==> src/rtl/alu_share_pkg.sv <==
// Shared definitions for the two-requester ALU arbiter: opcodes and the
// controller state encoding.
package alu_share_pkg;

    localparam logic [1:0] OP_ADD = 2'b00;
    localparam logic [1:0] OP_AND = 2'b01;
    localparam logic [1:0] OP_XOR = 2'b10;
    localparam logic [1:0] OP_SUB = 2'b11;

    typedef enum logic [1:0] {
        ST_IDLE = 2'd0,
        ST_EXEC = 2'd1,
        ST_RESP = 2'd2
    } state_e;

endpackage

==> src/rtl/alu_share_arbiter_alu_core.sv <==
// Purely combinational ADD/AND/XOR/SUB datapath with carry / no-borrow flag.
module alu_core
    import alu_share_pkg::*;
#(
    parameter int WIDTH = 8
) (
    input  logic [1:0]       op,
    input  logic [WIDTH-1:0] a,
    input  logic [WIDTH-1:0] b,
    output logic [WIDTH-1:0] y,
    output logic             cout
);

    logic [WIDTH:0] sum;

    always_comb begin
        sum  = '0;
        y    = '0;
        cout = 1'b0;
        case (op)
            OP_ADD: begin
                sum  = {1'b0, a} + {1'b0, b};
                y    = sum[WIDTH-1:0];
                cout = sum[WIDTH];
            end
            OP_AND: y = a & b;
            OP_XOR: y = a ^ b;
            default: begin
                // Two's-complement subtract: the carry out means "no borrow".
                sum  = {1'b0, a} + {1'b0, ~b} + {{WIDTH{1'b0}}, 1'b1};
                y    = sum[WIDTH-1:0];
                cout = sum[WIDTH];
            end
        endcase
    end

endmodule

==> src/rtl/alu_share_arbiter.sv <==
// Round-robin sharing of one ALU between two valid/ready requesters, with a
// held response port and per-requester saturating completion counters.
module alu_share_arbiter
    import alu_share_pkg::*;
#(
    parameter int WIDTH = 8,
    parameter int CNT_W = 8
) (
    input  logic             clk,
    input  logic             rst_n,
    input  logic             ena,
    input  logic             req0_valid,
    input  logic             req1_valid,
    output logic             req0_ready,
    output logic             req1_ready,
    input  logic [1:0]       req0_op,
    input  logic [1:0]       req1_op,
    input  logic [WIDTH-1:0] req0_a,
    input  logic [WIDTH-1:0] req0_b,
    input  logic [WIDTH-1:0] req1_a,
    input  logic [WIDTH-1:0] req1_b,
    output logic             rsp_valid,
    input  logic             rsp_ready,
    output logic             rsp_id,
    output logic [WIDTH-1:0] rsp_data,
    output logic             rsp_cout,
    output logic             busy,
    output logic [CNT_W-1:0] done_cnt0,
    output logic [CNT_W-1:0] done_cnt1
);

    state_e             state_q, state_d;
    logic               last_id_q, last_id_d;
    logic               id_q, id_d;
    logic [1:0]         op_q, op_d;
    logic [WIDTH-1:0]   a_q, a_d, b_q, b_d;
    logic [WIDTH-1:0]   rsp_data_q, rsp_data_d;
    logic               rsp_cout_q, rsp_cout_d;
    logic [CNT_W-1:0]   cnt0_q, cnt0_d, cnt1_q, cnt1_d;
    logic               grant_id;
    logic [WIDTH-1:0]   alu_y;
    logic               alu_cout;

    alu_core #(.WIDTH(WIDTH)) u_alu (
        .op   (op_q),
        .a    (a_q),
        .b    (b_q),
        .y    (alu_y),
        .cout (alu_cout)
    );

    // Under contention the requester not served last wins; otherwise the sole valid one.
    assign grant_id = (req0_valid && req1_valid) ? ~last_id_q : req1_valid;

    always_comb begin
        state_d    = state_q;
        last_id_d  = last_id_q;
        id_d       = id_q;
        op_d       = op_q;
        a_d        = a_q;
        b_d        = b_q;
        rsp_data_d = rsp_data_q;
        rsp_cout_d = rsp_cout_q;
        cnt0_d     = cnt0_q;
        cnt1_d     = cnt1_q;
        req0_ready = 1'b0;
        req1_ready = 1'b0;
        case (state_q)
            ST_IDLE: begin
                if (ena && (req0_valid || req1_valid)) begin
                    req0_ready = ~grant_id;
                    req1_ready = grant_id;
                    id_d       = grant_id;
                    last_id_d  = grant_id;
                    op_d       = grant_id ? req1_op : req0_op;
                    a_d        = grant_id ? req1_a  : req0_a;
                    b_d        = grant_id ? req1_b  : req0_b;
                    state_d    = ST_EXEC;
                end
            end
            ST_EXEC: begin
                rsp_data_d = alu_y;
                rsp_cout_d = alu_cout;
                state_d    = ST_RESP;
            end
            ST_RESP: begin
                if (rsp_ready) begin
                    if (!id_q && (cnt0_q != '1)) cnt0_d = cnt0_q + 1'b1;
                    if (id_q && (cnt1_q != '1))  cnt1_d = cnt1_q + 1'b1;
                    state_d = ST_IDLE;
                end
            end
            default: state_d = ST_IDLE;
        endcase
    end

    always_ff @(posedge clk or negedge rst_n) begin
        if (!rst_n) begin
            state_q    <= ST_IDLE;
            last_id_q  <= 1'b1;
            id_q       <= 1'b0;
            op_q       <= '0;
            a_q        <= '0;
            b_q        <= '0;
            rsp_data_q <= '0;
            rsp_cout_q <= 1'b0;
            cnt0_q     <= '0;
            cnt1_q     <= '0;
        end else begin
            state_q    <= state_d;
            last_id_q  <= last_id_d;
            id_q       <= id_d;
            op_q       <= op_d;
            a_q        <= a_d;
            b_q        <= b_d;
            rsp_data_q <= rsp_data_d;
            rsp_cout_q <= rsp_cout_d;
            cnt0_q     <= cnt0_d;
            cnt1_q     <= cnt1_d;
        end
    end

    assign rsp_valid = (state_q == ST_RESP);
    assign busy      = (state_q != ST_IDLE);
    assign rsp_id    = id_q;
    assign rsp_data  = rsp_data_q;
    assign rsp_cout  = rsp_cout_q;
    assign done_cnt0 = cnt0_q;
    assign done_cnt1 = cnt1_q;

endmodule

==> config.mk <==
export PLATFORM = sky130hd
export DESIGN_NAME = alu_share_arbiter
export DESIGN_NICKNAME = d
export VERILOG_FILES = /design/src/rtl/alu_share_pkg.sv /design/src/rtl/alu_share_arbiter_alu_core.sv /design/src/rtl/alu_share_arbiter.sv
export SDC_FILE = /design/constraint.sdc
export NUM_CORES = 1
export LEC_CHECK = 0
export CAP_MARGIN = 20
export CORE_ASPECT_RATIO = 1.5
export CORE_MARGIN = 2
export CORE_UTILIZATION = 50
export DETAILED_ROUTE_END_ITERATION = 12
export PLACE_DENSITY_LB_ADDON = 0.1
export SYNTH_ARGS = -nofsm -noshare
export SYNTH_HDL_FRONTEND = slang
export SYNTH_SLANG_ARGS = --single-unit
==> constraint.sdc <==
create_clock -name clk -period 3 [get_ports clk]
set_input_delay 0.3 -clock clk [delete_from_list [all_inputs] [get_ports clk]]
set_output_delay 0.3 -clock clk [all_outputs]
set_load 0.1 [all_outputs]
Word-level counts from Yosys, hierarchy flattened
Cells that the tools add are included.
{"block": "totals", "reg_bits": 47, "input_bits": 42, "out_inout_bits": 30, "wordCells": 55}
{"block": "op_classes", "addsub": 5, "eq_ne": 8, "muxes": 13, "bitwise": 5, "reduce_logical": 14}
{"operator": "8-bit case mux with 3 select lines", "n": 1}
{"operator": "8-bit by 8-bit adder with 9-bit output", "n": 2}
{"operator": "8-bit by 1-bit adder with 8-bit output, second input constant", "n": 2}
{"operator": "8-bit two-way mux", "n": 2}
{"operator": "8-bit inequality test, second input constant", "n": 2}
{"operator": "9-bit by 1-bit adder with 9-bit output, second input constant", "n": 1}
{"operator": "8-bit AND", "n": 1}
{"operator": "8-bit NOT", "n": 1}
{"operator": "8-bit bitwise XOR", "n": 1}
{"operator": "2-bit two-way mux", "n": 3}
{"operator": "2-bit case mux with 3 select lines", "n": 1}
{"operator": "3-bit AND reduction", "n": 2}
{"operator": "1-bit two-way mux", "n": 5}
{"operator": "2-bit by 1-bit equality test with 1-bit output, second input constant", "n": 2}
{"operator": "2-bit equality test, second input constant", "n": 2}
{"operator": "1-bit logical AND", "n": 4}
{"operator": "2-bit logical NOT", "n": 2}
{"operator": "2-bit AND reduction", "n": 2}
{"operator": "2-bit by 1-bit inequality test with 1-bit output, second input constant", "n": 1}
{"operator": "2-bit inequality test, second input constant", "n": 1}
{"operator": "1-bit NOT", "n": 2}
{"operator": "1-bit case mux with 2 select lines", "n": 1}
{"operator": "2-bit nonzero test", "n": 1}
{"operator": "2-bit OR reduction", "n": 1}
{"operator": "other kinds (2)", "n": 2}

Logic depth before layout (Yosys ltp)
Gate-level depths: netlist of run 1.
{"block": "logic_depth", "ltp_word": 5, "mapped_depth": 9, "depth_no_buf": 9}

Cells and area by module
From an unflattened synthesis of run 1, not the netlist that was laid out.
{"block": "hier_totals", "cells_unflattened": 311, "area_unflattened_um2": 3059.2}
{"mod": "alu_share_arbiter", "n_inst": 1, "cells_per_inst": 179, "area_each_um2": 2187.1, "seq_area_each_um2": 1177.4}
{"mod": "alu_core", "n_inst": 1, "cells_per_inst": 132, "area_each_um2": 872.1, "seq_area_each_um2": 0.0}

Worst setup path before layout of run 1
OpenSTA, ideal clock, no wires.
{"block": "synth_timing", "path_kind": "reg-to-output", "start": "reg state_q[1]", "end": "out req0_ready", "arrival_ps": 2339, "t_required_ps": 2700, "slack_ps": 361, "path_stages_with_launch": 6, "n_path_buf": 2, "cell_sequence": "dfrtp_1 -> nor2_1 -> o211ai_1 -> clkbuf_1 -> clkbuf_1 -> nor2_1"}
{"block": "synth_between", "elab_chain_cells": 2}
{"element": "from (decl)", "line_no": "alu_share_arbiter.sv:32", "text": "state_e state_q, state_d;"}
{"element": "from (signal assigned)", "line_no": "alu_share_arbiter.sv:110", "text": "state_q <= state_d;"}
{"element": "2-bit logical NOT", "line_no": "alu_share_arbiter.sv:68", "text": "case (state_q)"}
{"element": "1-bit two-way mux", "line_no": "alu_share_arbiter.sv:68"}
{"element": "to (decl)", "line_no": "alu_share_arbiter.sv:14", "text": "output logic req0_ready,"}
No other way between the ends.

Worst setup path in the final report of run 1
{"block": "layout_timing", "start": "reg a_q[0]", "end": "reg rsp_data_q[6] (netlist: rsp_data[6])"}
{"block": "layout_between", "elab_chain_cells": 3, "word_cells_on_any_way": 4, "classes_between": "add/sub (3); mux (1)"}
{"element": "from (decl)", "line_no": "alu_share_arbiter.sv:36", "text": "logic [WIDTH-1:0] a_q, a_d, b_q, b_d;"}
{"element": "from (signal assigned)", "line_no": "alu_share_arbiter.sv:103", "text": "a_q <= '0;"}
{"element": "from (signal assigned)", "line_no": "alu_share_arbiter.sv:114", "text": "a_q <= a_d;"}
{"element": "8-bit by 8-bit adder with 9-bit output", "line_no": "alu_share_arbiter_alu_core.sv:30", "text": "sum = {1'b0, a} + {1'b0, ~b} + {{WIDTH{1'b0}}, 1'b1};"}
{"element": "9-bit by 1-bit adder with 9-bit output", "line_no": "alu_share_arbiter_alu_core.sv:30"}
{"element": "8-bit case mux with 3 select lines *", "line_no": "alu_share_arbiter_alu_core.sv:20", "text": "case (op)"}
{"element": "to (signal assigned)", "line_no": "alu_share_arbiter.sv:116", "text": "rsp_data_q <= rsp_data_d;"}
{"element": "to (decl)", "line_no": "alu_share_arbiter.sv:37", "text": "logic [WIDTH-1:0] rsp_data_q, rsp_data_d;"}
Mark *: on every way between the ends. The rest lies on a longest branch, timed or not.
A chain may end at the register's enable or synchronous reset.

==> results of run 1 <==
## registers in the layout, indices dropped and copies added, names as in the netlist
signal,cells
state_q,2
done_cnt1,8
a_q,8
rsp_data,8
done_cnt0,8
rsp_cout,1
op_q,2
rsp_id,1
last_id_q,1
b_q,8
## final timing paths
| kind | startpoint | end | slack (ns) | cells past startpoint |
|---|---|---|---|---|
| min in group clk | rsp_data[0] | rsp_data[0] | 0.49 | 2 |
| max reg2reg | a_q[0] | rsp_data[6] | 0.78 | 7 |
| max in group asynchronous | rst_n | last_id_q | 2.02 | 3 |
| min | rst_n | rsp_data[0] | 0.42 | 2 |
| max | a_q[0] | rsp_data[6] | 0.78 | 7 |
| min reg2reg | rsp_data[0] | rsp_data[0] | 0.49 | 2 |
## through the flow
| step | hold WS (ns) | area, µm² |
|---|---|---|
| 4_1_cts | 0.228 | 3800 |
| 5_1_grt | 0.432 | 3830 |
| 6_report | 0.417 | 3830 |
| 3_3_place_gp | 0.460 | 3680 |
| 2_1_floorplan | 0.00441 | 2990 |
| 3_5_place_dp | 0.474 | 3680 |
## metal layers
layer	up-vias	routed length [µm]	global-route usage
met5	-	0	0
li1	1237	-	-
met1	1216	2720	0.271
met3	9	282	0.0320
met2	75	3680	0.389
met4	0	136	0.0785
## power breakdown
| group | total (W) | internal (W) | switching (W) |
|---|---|---|---|
| Sequential | 0.00112 | 0.000857 | 0.000258 |
| Combinational | 0.00260 | 0.000860 | 0.00174 |
| Clock | 0.000486 | 0.000270 | 0.000217 |
## worst max-delay path: cells and delay by family (launching register included)
kind / cells / cell delay, ns
simple gates: 2 / 0.61
flops: 1 / 0.40
compound gates: 3 / 0.45
fa+ha+maj: 2 / 0.67
## layout make-up
| cell class | instances | area, µm² |
|---|---|---|
| Fill cell | 505 | 1960 |
| Multi-Input combinational cell | 226 | 1640 |
| Sequential cell | 47 | 1180 |
| Timing Repair Buffer | 78 | 711 |
| Inverter | 24 | 90.1 |
| Tap cell | 72 | 90.1 |
| Clock buffer | 6 | 82.6 |
| Clock inverter | 2 | 35.0 |
## cells by family (layout without fill, tap and decap cells)
group | after synthesis | count (layout) | share of synthesized area
compound gates | 75 | 75 | 0.169
mux | 24 | 24 | 0.0854
xor+xnor | 17 | 17 | 0.0498
simple gates | 90 | 90 | 0.156
fa+ha+maj | 20 | 20 | 0.0887
flops | 47 | 47 | 0.394
buf+inv | 38 | 110 | 0.0573
## cell usage after synthesis, types with 2 or more instances
| master | count |
|---|---|
| o221ai_1 | 2 |
| and2_1 | 4 |
| xor2_1 | 6 |
| a221o_1 | 2 |
| a21boi_0 | 2 |
| and4_1 | 2 |
| nand3_1 | 9 |
| nor2b_1 | 3 |
| nand2b_1 | 4 |
| nand3b_1 | 3 |
| nand4_1 | 3 |
| mux2i_1 | 21 |
| o211ai_1 | 3 |
| nor3b_1 | 2 |
| a211o_1 | 2 |
| buf_4 | 2 |
| fa_1 | 2 |
| nand4b_1 | 2 |
| a211oi_1 | 2 |
| a31oi_1 | 2 |
| nor3_1 | 4 |
| xnor2_1 | 11 |
| o21ai_0 | 26 |
| dfrtp_1 | 46 |
| mux2_2 | 2 |
| a21o_1 | 4 |
| a21oi_1 | 14 |
| nor2_1 | 13 |
| inv_1 | 24 |
| clkbuf_1 | 6 |
| and3_1 | 3 |
| buf_2 | 3 |
| ha_1 | 18 |
| nand2_1 | 32 |
==> out/qor.tcl, run 1 <==
set qor(postSynth.asyncResetShare) 1.00
set qor(postCtsSetupRepairBufs) 0
set qor(finish.net_count) 444
set qor(cap_violations) 0
set qor(timing.final.crit_share) 0.740
set qor(grt-ovfl-total) 0
set qor(initial_utilization) 0.517
set qor(placement.io_buffers) 71
set qor(worst_slack_setup_final_ns) 0.781
set qor(synthDominantCellAreaShare) 0.385
set qor(first_global_vias) 2539
set qor(antenna_found_initial) 0
set qor(worst-setup-path-type) {reg2reg}
set qor(tightestPinTransition_ns) 0.584
set qor(route.vias.total) 2537
set qor(die_h_um) 98.7
set qor(drt-wirelength-per-cell_um) 15.0
set qor(timing.hold.worst.class) {in2async}
set qor(avgSynthCellArea_um2) 9.61
set qor(area_growth_pct) 28.1
set qor(leakagePower_nw) 1.82
set qor(postSynth.topFlopCell) {dfrtp_1}
set qor(worst_setup_hold_path_clk_slew_ns) 0.09
set qor(grtUsageTotal) 0.222
set qor(postcts_resize_cnt) 0
set qor(critical_path.max_stage_delay_ns) 0.50
set qor(rows) 34
set qor(post-route-drc-count) 0
set qor(finalNonFillerCells) 455
set qor(cts.hold.buffers_added) 0
set qor(numClockSinks) 47
set qor(worstSetupStartpointType) {flop}
set qor(crit_slowest_cell) {or4_1}
set qor(cts-buffers-inserted) 5
set qor(design.portCount) 72
set qor(synth_enable_flop_cells) 0
set qor(dpl.cell_count) 445
set qor(cts_tree) {built}
set qor(vias_per_cell) 5.58
set qor(timing.final.setup_violations) 0
set qor(area_of_the_core_um2) 5790
set qor(final_common_cell) {dfrtp_1}
set qor(skew_ns) 0.0109
set qor(detail_route.first_pass.iterations) 4
set qor(detail-route-antenna-nets) 0
set qor(dp_worst_setup_slack_ns) 0.799
set qor(required_ns) 3.22
set qor(synth-seq-cells) 47
set qor(place.gp.congestion) 0.877
set qor(clk-insertion-delay-late_ns) 0.30
set qor(timing.setup.tns_ns) 0
set qor(powerDensity_nw_per_um2) 1100
set qor(synth.distinct_cells) 61
set qor(status) {finished, final reports clean}
set qor(synth.cell_area_um2) 2990
set qor(postLayoutCoreUtil) 0.662
set qor(ctsLongestPathBuffers) 2
set qor(synth.top_cells.by_area) {dfrtp_1 39%, ha_1 7.5%, mux2i_1 7.0%}
set qor(maxSlewViolCount) 0
set qor(grt_first_pass_wirelength_mm) 11.6
set qor(chipWidth_um) 67.1
set qor(most-common-layout-cells) {46 x dfrtp_1, 40 x clkdlybuf4s50_1, 34 x buf_4}
set qor(grt_max_degree) 48
set qor(die-area_um2) 6630
set qor(dp_hpwl_mm) 5.28
set qor(synth-warning-count) 0
set qor(syn_nets) 373
set qor(wl_mm) 6.82
set qor(worst-endpoint-arrival_ns) 2.44
set qor(synth_seq_area_share) 0.394
set qor(ctsRootBufferMaster) {clkbuf_8}
set qor(antenna-diode-count) 0
set qor(timing.critical_path.fanout_max) 3
set qor(rsz0062_at_grt) {false}
set qor(cts.htree.levels) 2
set qor(synth_top_area_cell) {dfrtp_1}
set qor(ir_worst_vdd_v) 0.000943
set qor(drt_iter0_markers) 164
set qor(fmax_mhz) 451
set qor(slew-limit-headroom) 0.609
set qor(synth_cells) 311
set qor(finalWorstPathRequiredPeriod_ns) 2.22
set qor(layout-drive-gt1-share) 0.151
set qor(finalHoldViolations) 0
set qor(setup.worst_path.end_class) {flop}
set qor(crit_chain) {ha_1 > fa_1 > nand2b_4 > a221o_2 > a21oi_2 > or4_1 > a32oi_1}
set qor(power_total_w) 0.00420
No activity file was read; power rests on OpenSTA's default activity.
==> run 2, diff against run 1 <==
--- a/config.mk
+++ b/config.mk
@@ -8,7 +8,7 @@
 export CAP_MARGIN = 20
 export CORE_ASPECT_RATIO = 1.5
 export CORE_MARGIN = 2
-export CORE_UTILIZATION = 50
+export CORE_UTILIZATION = 45
 export DETAILED_ROUTE_END_ITERATION = 12
 export PLACE_DENSITY_LB_ADDON = 0.1
 export SYNTH_ARGS = -nofsm -noshare
==> constraint.sdc (replaced) <==
create_clock -name clk -period 2 [get_ports clk]
set_input_delay 0.2 -clock clk [delete_from_list [all_inputs] [get_ports clk]]
set_output_delay 0.2 -clock clk [all_outputs]
set_load 0.1 [all_outputs]
==> run 2 against run 1 <==
The run now ends with setup timing left. Sequential cell count stayed put. Global-route usage is 2.5 points lower. Critical path depth is 2 higher. Clock power is 15% higher. Non-clock buffer count is 17 higher. Total power is 54% higher. Fmax is 10% higher. Wire length is 2.4% higher. Hold slack worse by 0.11 ns. Sequential power is 46% higher. Count of clock-buffer cells in the layout is 1 higher. Largest cell class unchanged.
==> out/qor.tcl, run 2 (synthesized netlist as in run 1, its figures left out) <==
set qor(timing.critical_path.fanout_max) 3
set qor(p_sw_frac) 0.521
set qor(cts-buffers-inserted) 5
set qor(wl_mm) 6.99
set qor(power_total_w) 0.00646
set qor(ir_worst_vdd_v) 0.00142
set qor(worst-setup-path-type) {reg2reg}
set qor(cap_violations) 0
set qor(most-common-layout-cells) {49 x buf_4, 40 x clkdlybuf4s50_1, 32 x nand2_1, 32 x dfrtp_1, 26 x o21ai_0}
set qor(die_h_um) 104
set qor(worst_setup_hold_path_clk_slew_ns) 0.09
set qor(postLayoutCoreUtil) 0.616
set qor(maxSlewViolCount) 0
set qor(numClockSinks) 47
set qor(timing.final.crit_share) 1.01
set qor(p_sw_w) 0.00336
set qor(setup.worst_path.end_class) {flop}
set qor(finalWorstPathRequiredPeriod_ns) 2.01
set qor(grt_first_pass_wirelength_mm) 11.9
set qor(drt_iter0_markers) 159
set qor(design.portCount) 72
set qor(crit_chain) {inv_1 > ha_1 > inv_1 > fa_2 > a21o_2 > a211o_1 > xnor2_1 > a21oi_1 > a22o_1}
set qor(detail-route-antenna-nets) 0
set qor(place.gp.congestion) 0.919
set qor(placement.io_buffers) 71
set qor(area_of_the_core_um2) 6490
set qor(worstSetupStartpointType) {flop}
set qor(p_int_w) 0.00309
set qor(final_common_cell) {buf_4}
set qor(ctsRootBufferMaster) {clkbuf_8}
set qor(critical_path.max_stage_delay_ns) 0.40
set qor(cts.htree.levels) 2
set qor(dpl.cell_count) 464
set qor(rows) 36
set qor(clk-insertion-delay-late_ns) 0.30
set qor(die-area_um2) 7320
set qor(leakagePower_nw) 1.87
set qor(first_global_vias) 2529
set qor(power.clock.fraction) 0.087
set qor(post-route-cell-area_um2) 3990
set qor(required_ns) 2.19
set qor(slew-limit-headroom) 0.755
set qor(critical_path.top_delay_family) {compound AO/OA/AOI/OAI gates}
set qor(antenna-diode-count) 0
set qor(tightestPinTransition_ns) 0.368
set qor(critical-path-top-cell-by-count) {inv_1}
set qor(vias_per_cell) 5.26
set qor(initial_utilization) 0.461
set qor(drt-wirelength-per-cell_um) 14.7
set qor(critical_path.reg2reg.startpoint) {a_q[0]}
set qor(rsz0062_at_grt) {true}
set qor(worst_slack_setup_final_ns) -0.0127
set qor(post-route-drc-count) 0
set qor(route.vias.total) 2504
set qor(dpl_cell_area_um2) 3870
set qor(crit_slowest_cell) {dfrtp_1}
set qor(comb_power_share) 0.660
set qor(r2r-end) {rsp_data[4]}
set qor(timing.hold.worst.class) {in2async}
set qor(critical_path.n_buffers_inverters) 2
set qor(area_growth_pct) 33.6
set qor(finish.net_count) 461
set qor(sequential_cell_fraction_of_total_power) 0.253
set qor(cts_tree) {built}
set qor(reg2reg_setup_slack_ns) -0.01
set qor(failed_checks) {setup timing}
set qor(worst_hold_slack_ns) 0.309
set qor(finalNonFillerCells) 476
set qor(dp_hpwl_mm) 5.45
set qor(layout-drive-gt1-share) 0.233
set qor(ctsLongestPathBuffers) 2
set qor(antenna_found_initial) 0
set qor(n_fill_cell) 583
set qor(finalHoldViolations) 0
set qor(worst-endpoint-arrival_ns) 2.21
set qor(grtUsageTotal) 0.198
set qor(grt_max_degree) 40
set qor(chipWidth_um) 70.5
set qor(rr_worst_depth) 9
set qor(detail_route.first_pass.iterations) 4
set qor(grt-ovfl-total) 0
set qor(timing.final.setup_violations) 1
set qor(powerDensity_nw_per_um2) 1620
set qor(skew_ns) 0.00758
set qor(status) {complete, but fails checks}
set qor(fmax_mhz) 497
## run 2: cell types whose count changed in the layout (fill, tap and decap cells not counted), sizes merged
cell    delta
buf       +17
bufinv     -1
clkbuf     +1
## run 2: how the worst max path moves through the flow
stage / startpoint / to / slack [ns] / cells after the start
finish: a_q[0] / rsp_data[4] / -0.01 / 9
CTS: a_q[0] / rsp_data[4] / -0.03 / 9
global route: a_q[0] / rsp_data[6] / -0.09 / 7
floorplan: state_q[1] / req0_ready / -0.08 / 5
global placement: a_q[0] / rsp_data[4] / -0.02 / 9
detailed placement: a_q[0] / rsp_data[4] / -0.07 / 9
## run 2: per-stage QoR
stage	setup TNS (ns)	setup slack [ns]
6_report	-0.0127	-0.0127
5_1_grt	-0.223	-0.0853
4_1_cts	-0.0316	-0.0268
3_5_place_dp	-0.155	-0.0704
3_3_place_gp	-0.0288	-0.0174
2_1_floorplan	-0.0804	-0.0804
## run 2: worst reg2reg max path, cell delays in order, from the launching register on
cell and delay (ns):
dfrtp_1 0.40, inv_1 0.06, ha_1 0.16, inv_1 0.06, fa_2 0.33, a21o_2 0.20, a211o_1 0.27, xnor2_1 0.16
a21oi_1 0.09, a22o_1 0.18
## run 2: timing repair
item,in CTS,in global routing
gates resized for setup,2,2
pin swaps,6,4
endpoints found under the hold margin,11,0
setup endpoints to repair,3,4
hold buffers,1,0
setup buffers,1,2
## run 2: cell type report
class / count / area [µm²] / area share
Multi-Input combinational cell: 226 / 1660 / 0.417
Sequential cell: 47 / 1200 / 0.300
Timing Repair Buffer: 95 / 863 / 0.216
Tap cell: 76 / 95.1 / 0.0238
Inverter: 24 / 90.1 / 0.0226
Clock buffer: 7 / 76.3 / 0.0191
Clock inverter: 1 / 5.00 / 0.00125
## run 2: layer usage
| layer | global-route usage | up-vias | wire (µm) |
|---|---|---|---|
| met2 | 0.344 | 73 | 3600 |
| met3 | 0.0311 | 11 | 293 |
| met1 | 0.246 | 1147 | 2950 |
| met5 | 0 | - | 0 |
| met4 | 0.0674 | 0 | 141 |
| li1 | - | 1273 | - |
## run 2: power groups by stage
stage                     combinational (W)  sequential [W]  clock [W]
after floorplan                     0.00203         0.00272          0
after global placement              0.00414         0.00165          0
after detailed placement            0.00419         0.00167          0
after CTS                           0.00424         0.00164   0.000586
after global routing                0.00457         0.00170   0.000622
final                               0.00426         0.00164   0.000561
